$ cat src/rtl/param_shift_unit_if.sv
// Handshake and data bundle between the operand/result registers and the shift unit.
// The requester drives the master modport; the unit itself uses the slave modport.
interface param_shift_unit_if #(
    parameter int WIDTH   = 8,
    parameter int SHAMT_W = 3
);
  logic               start;
  logic [1:0]         mode;
  logic [SHAMT_W-1:0] shamt;
  logic [WIDTH-1:0]   cct_input;
  logic               busy;
  logic               done;
  logic [WIDTH-1:0]   cct_output;

  modport master (
    output start, mode, shamt, cct_input,
    input  busy, done, cct_output
  );

  modport slave (
    input  start, mode, shamt, cct_input,
    output busy, done, cct_output
  );
endinterface

$ cat src/rtl/param_shift_unit.sv
// Multi-cycle shift/rotate unit: one bit position per clock, done pulse on result update.
// Modes: 00 ASR, 01 LSR, 10 LSL, 11 ROR.
module param_shift_unit #(
    parameter int WIDTH   = 8,
    parameter int SHAMT_W = 3
) (
  input  logic                clk,
  input  logic                clear,
  param_shift_unit_if.slave   bus
);

  localparam logic [1:0] MODE_ASR = 2'b00;
  localparam logic [1:0] MODE_LSR = 2'b01;
  localparam logic [1:0] MODE_LSL = 2'b10;
  localparam logic [1:0] MODE_ROR = 2'b11;

  typedef enum logic [1:0] {
    ST_IDLE   = 2'b00,
    ST_SHIFT  = 2'b01,
    ST_FINISH = 2'b10
  } state_t;

  state_t             state_q, state_d;
  logic [WIDTH-1:0]   w_q, w_d;
  logic [SHAMT_W-1:0] cnt_q, cnt_d;
  logic [1:0]         mode_q, mode_d;
  logic               busy_q, busy_d;
  logic               done_q, done_d;
  logic [WIDTH-1:0]   out_q, out_d;

  function automatic logic [WIDTH-1:0] step_f(input logic [WIDTH-1:0] w, input logic [1:0] m);
    logic [WIDTH-1:0] r;
    case (m)
      MODE_ASR: r = {w[WIDTH-1], w[WIDTH-1:1]};
      MODE_LSR: r = {1'b0, w[WIDTH-1:1]};
      MODE_LSL: r = {w[WIDTH-2:0], 1'b0};
      MODE_ROR: r = {w[0], w[WIDTH-1:1]};
      default:  r = w;
    endcase
    return r;
  endfunction

  // Next-state and datapath control; FINISH publishes the result and may accept a new op.
  always_comb begin
    state_d = state_q;
    w_d     = w_q;
    cnt_d   = cnt_q;
    mode_d  = mode_q;
    busy_d  = 1'b0;
    done_d  = 1'b0;
    out_d   = out_q;
    case (state_q)
      ST_SHIFT: begin
        w_d   = step_f(w_q, mode_q);
        cnt_d = cnt_q - SHAMT_W'(1);
        if (cnt_q == SHAMT_W'(1)) begin
          state_d = ST_FINISH;
          busy_d  = 1'b0;
        end else begin
          state_d = ST_SHIFT;
          busy_d  = 1'b1;
        end
      end
      ST_IDLE, ST_FINISH: begin
        if (state_q == ST_FINISH) begin
          done_d = 1'b1;
          out_d  = w_q;
        end else begin
          done_d = 1'b0;
        end
        if (bus.start) begin
          w_d    = bus.cct_input;
          mode_d = bus.mode;
          cnt_d  = bus.shamt;
          if (bus.shamt != '0) begin
            state_d = ST_SHIFT;
            busy_d  = 1'b1;
          end else begin
            state_d = ST_FINISH;
            busy_d  = 1'b0;
          end
        end else begin
          state_d = ST_IDLE;
        end
      end
      default: begin
        state_d = ST_IDLE;
      end
    endcase
  end

  // State and output registers; reset aborts any operation without a done pulse.
  always_ff @(posedge clk or negedge clear) begin
    if (!clear) begin
      state_q <= ST_IDLE;
      w_q     <= '0;
      cnt_q   <= '0;
      mode_q  <= 2'b00;
      busy_q  <= 1'b0;
      done_q  <= 1'b0;
      out_q   <= '0;
    end else begin
      state_q <= state_d;
      w_q     <= w_d;
      cnt_q   <= cnt_d;
      mode_q  <= mode_d;
      busy_q  <= busy_d;
      done_q  <= done_d;
      out_q   <= out_d;
    end
  end

  assign bus.busy       = busy_q;
  assign bus.done       = done_q;
  assign bus.cct_output = out_q;

endmodule

$ cat src/flat_wrapper.sv
// flat-port wrapper written by rule: the top's interface ports become plain ports
module param_shift_unit_flat 
#(
    parameter int WIDTH   = 8,
    parameter int SHAMT_W = 3
)
  (clk, clear, bus_start, bus_mode, bus_shamt, bus_cct_input, bus_busy, bus_done, bus_cct_output);
  param_shift_unit_if #(.WIDTH(WIDTH), .SHAMT_W(SHAMT_W)) bus_i ();
  input  logic clk;
  input  logic clear;
  input wire logic [$bits(bus_i.start)-1:0] bus_start;
  input wire logic [$bits(bus_i.mode)-1:0] bus_mode;
  input wire logic [$bits(bus_i.shamt)-1:0] bus_shamt;
  input wire logic [$bits(bus_i.cct_input)-1:0] bus_cct_input;
  output wire logic [$bits(bus_i.busy)-1:0] bus_busy;
  output wire logic [$bits(bus_i.done)-1:0] bus_done;
  output wire logic [$bits(bus_i.cct_output)-1:0] bus_cct_output;
  assign bus_i.start = bus_start;
  assign bus_i.mode = bus_mode;
  assign bus_i.shamt = bus_shamt;
  assign bus_i.cct_input = bus_cct_input;
  assign bus_busy = bus_i.busy;
  assign bus_done = bus_i.done;
  assign bus_cct_output = bus_i.cct_output;
  param_shift_unit #(.WIDTH(WIDTH), .SHAMT_W(SHAMT_W)) u_core (.clk(clk), .clear(clear), .bus(bus_i));
endmodule
$ cat config.mk
export PLATFORM = sky130hd
export DESIGN_NAME = param_shift_unit_flat
export DESIGN_NICKNAME = d
export VERILOG_FILES = /design/src/rtl/param_shift_unit_if.sv /design/src/rtl/param_shift_unit.sv /design/src/flat_wrapper.sv
export SDC_FILE = /design/constraint.sdc
export NUM_CORES = 1
export LEC_CHECK = 0
export ABC_CLOCK_PERIOD_IN_PS = 1600
export CAP_MARGIN = 10
export CORE_MARGIN = 5
export CORE_UTILIZATION = 40
export DETAILED_ROUTE_END_ITERATION = 8
export PLACE_DENSITY_LB_ADDON = 0.25
export SYNTH_ARGS = -nofsm -noshare
export SYNTH_HDL_FRONTEND = slang
export SYNTH_SLANG_ARGS = --single-unit
$ cat constraint.sdc
create_clock -name clk -period 1.6 [get_ports clk]
set_input_delay 0.16 -clock clk [delete_from_list [all_inputs] [get_ports clk]]
set_output_delay 0.16 -clock clk [all_outputs]
set_load 0.02 [all_outputs]
==> impl_metrics.env <==
export IMPL_wl_met3_um=124
export IMPL_grt_pass1_wl_mm=4.37
export IMPL_antenna_found_initial=0
export IMPL_finalHoldViolCount=0
export IMPL_rr_worst_depth=4
export IMPL_worstReg2RegEnd="u_core.w_q[0]$_DFFE_PN0P_"
export IMPL_synth_seq_area_share_pct=49.0
export IMPL_clock_skew_ns=0.00124
export IMPL_setup_violations=0
export IMPL_hold_path_class="primary input to asynchronous set/reset pin"
export IMPL_crit_required_ns=1.44
export IMPL_synth_edf_count=0
export IMPL_ctsResizeCount=2
export IMPL_start_util_pct=40.8
export IMPL_wl_met1_mm=1.12
export IMPL_drc=0
export IMPL_clock_latency_ns=0.31
export IMPL_synthCells=108
export IMPL_cts_hold_buf=0
export IMPL_wl_met2_mm=1.12
export IMPL_synth_distinct_cells=26
export IMPL_synthesis_nets=126
export IMPL_fin_setup_tns_ns=0
export IMPL_post_place_ws_ns=0.210
export IMPL_r2r_start="u_core.mode_q[1]$_DFFE_PN0P_"
export IMPL_place_gp_congestion=0.747
export IMPL_gr_total_overflow=0
export IMPL_min_period_over_period_pct=90.5
export IMPL_cts_tree="done"
export IMPL_worst_slack_ns=0.152
export IMPL_path_cells="clkdlybuf4s50_1"
export IMPL_cp_max_fo=2
export IMPL_die_w_um=65.4
export IMPL_cts_buffer_depth=2
export IMPL_ff2ff_setup_slack_ns=0.27
export IMPL_leakagePower_nw=0.690
export IMPL_drt_iter0_markers=68
export IMPL_vias_per_cell=5.28
export IMPL_avgRoutedWirePerCell_um=14.1
export IMPL_syn2layout_area_growth_pct=27.4
export IMPL_dr_pass1_iters=4
export IMPL_end_kind="primary output"
export IMPL_relSlewSlack_pct=78.8
export IMPL_cts_buffers=3
export IMPL_drive_gt1_share_pct=9.49
export IMPL_dieArea_um2=4270
export IMPL_clockRootBuffer="clkbuf_4"
export IMPL_final_common_cell="clkdlybuf4s50_1"
export IMPL_cts_htree_levels=1
export IMPL_timing_fmax_ghz=0.691
export IMPL_routed_top_layer="met4"
export IMPL_ios=26
export IMPL_cp_top_family="buffers and inverters"
export IMPL_criticalPathCategory="flip-flop to primary output"
export IMPL_ir_drop_v=0.000909
export IMPL_ant_nets=0
export IMPL_vias=897
export IMPL_async_reset_ff_share_pct=100
export IMPL_max_stage_delay_ns=0.61
export IMPL_rsz0062_at_grt="false"
export IMPL_finalMaxSlewViolations=0
export IMPL_min_period_ns=1.45
export IMPL_crit_slowest_cell="clkdlybuf4s50_1"
export IMPL_synth_area_um2=1230
export IMPL_grt_start_max_net_pins=25
export IMPL_yosys_register_bits=24
export IMPL_status="completed"
export IMPL_grt_pass1_vias=952
export IMPL_post_cts_buffers=0
export IMPL_cts_clk_slew_worst_paths_ns=0.13
export IMPL_nNetsFinal=156
export IMPL_crit_buf_inv=1
export IMPL_io_buffers=25
export IMPL_worstMarginPinSlew_ns=0.317
export IMPL_hpwl_mm=1.74
export IMPL_clkSinkCount=24
export IMPL_totalWireLength_mm=2.39
export IMPL_core_area_um2=3000
export IMPL_diodes=0
export IMPL_arrival_ns=1.29
export IMPL_synth_area_per_cell_um2=11.4
export IMPL_maxCapViolCount=0
export IMPL_grt_usage_pct=13.0
export IMPL_placementRows=20
export IMPL_ys_flop_type="dfrtp_1"
export IMPL_startpoint_type="flip-flop"
export IMPL_powerDensity_nw_per_um2=1780
export IMPL_final_cell_mix="clkdlybuf4s50_1 (24), dfrtp_1 (23), mux2i_1 (13)"
export IMPL_yosys_warnings=0
export IMPL_die_h_um=65.4
per-layer routing:
metal	GRT usage (%)	vias to the layer above
met1	17.6	428
li1	-	441
met4	4.66	0
met3	3.08	4
met2	20.1	24
met5	0	-
per-stage QoR:
stage          cells  util [%]  hold slack, ns  total power (W)  cell area [µm²]
6_report         170      52.0           0.188          0.00279             1560
5_1_grt          170      52.0           0.189          0.00304             1560
4_1_cts          170      52.0           0.181          0.00283             1560
3_5_place_dp     166      50.8           0.484          0.00251             1530
3_3_place_gp     166      50.8           0.478          0.00248             1530
2_1_floorplan    108         -          -0.136          0.00204             1230
registers in the layout, indices dropped and copies added, names as in the netlist:
name	count
u_core.bus.done	1
u_core.bus.busy	1
u_core.cnt_q	3
u_core.w_q	8
u_core.bus.cct_output	8
u_core.mode_q	2
u_core.state_q	1
cell families (layout without fill, tap and decap cells):
kind of cell | Yosys count | after routing | share of synthesized area (%)
buffers and inverters | 13 | 42 | 5.71
muxes | 24 | 24 | 20.7
xor gates and xnor gates | 2 | 2 | 1.43
DFF | 24 | 24 | 49.0
adders and majority gates | 2 | 2 | 2.04
AOI/OAI and AO/OA | 19 | 19 | 11.0
and+or+nand+nor | 24 | 24 | 10.1
worst register-to-register path, stage by stage (launching register included):
cell and delay, ns:
dfrtp_1 0.43, nor2b_1 0.15, buf_4 0.17, or3b_1 0.35
a31oi_1 0.17
cells in the mapped netlist, drive strengths merged (2+ instances only):
cell type	count	area share, %
a211oi	4	2.4
a21oi	4	1.6
buf	6	3.6
clkbuf	2	0.61
dfrtp	24	49
ha	2	2.0
inv	5	1.5
mux2	11	10
mux2i	13	11
nand2	8	2.4
nand2b	3	1.5
nor2	3	0.92
nor2b	6	3.1
o221ai	6	4.3
o22ai	2	1.0
worst max path at each step:
stage | from | endpoint | slack (ns) | cells after the start
floorplan | u_core.bus.busy$_DFF_PN0_ | u_core.w_q[7]$_DFFE_PN0P_ | 0.23 | 4
global placement | bus_start | u_core.w_q[4]$_DFFE_PN0P_ | 0.23 | 4
detailed placement | u_core.bus.busy$_DFF_PN0_ | bus_busy | 0.21 | 1
CTS | u_core.bus.cct_output[5]$_DFFE_PN0P_ | bus_cct_output[5] | 0.13 | 1
global route | u_core.bus.cct_output[4]$_DFFE_PN0P_ | bus_cct_output[4] | 0.08 | 1
finish | u_core.bus.cct_output[5]$_DFFE_PN0P_ | bus_cct_output[5] | 0.15 | 1
area by class of cell:
class / instances / area, µm²
fillers: 308 / 1440
flip-flops and latches: 24 / 602
multi-input cells: 71 / 556
repair buffers: 33 / 309
well taps: 33 / 41.3
clock buffers: 4 / 36.3
inverters: 5 / 18.8
report_power, final:
group          leakage (nW)  internal, W  switching (W)
clock network        0.0210     0.000139       0.000175
registers             0.296     0.000889       0.000281
logic                 0.373     0.000707       0.000595
total                 0.690      0.00173        0.00105
Power figures use the tool's default switching activity.
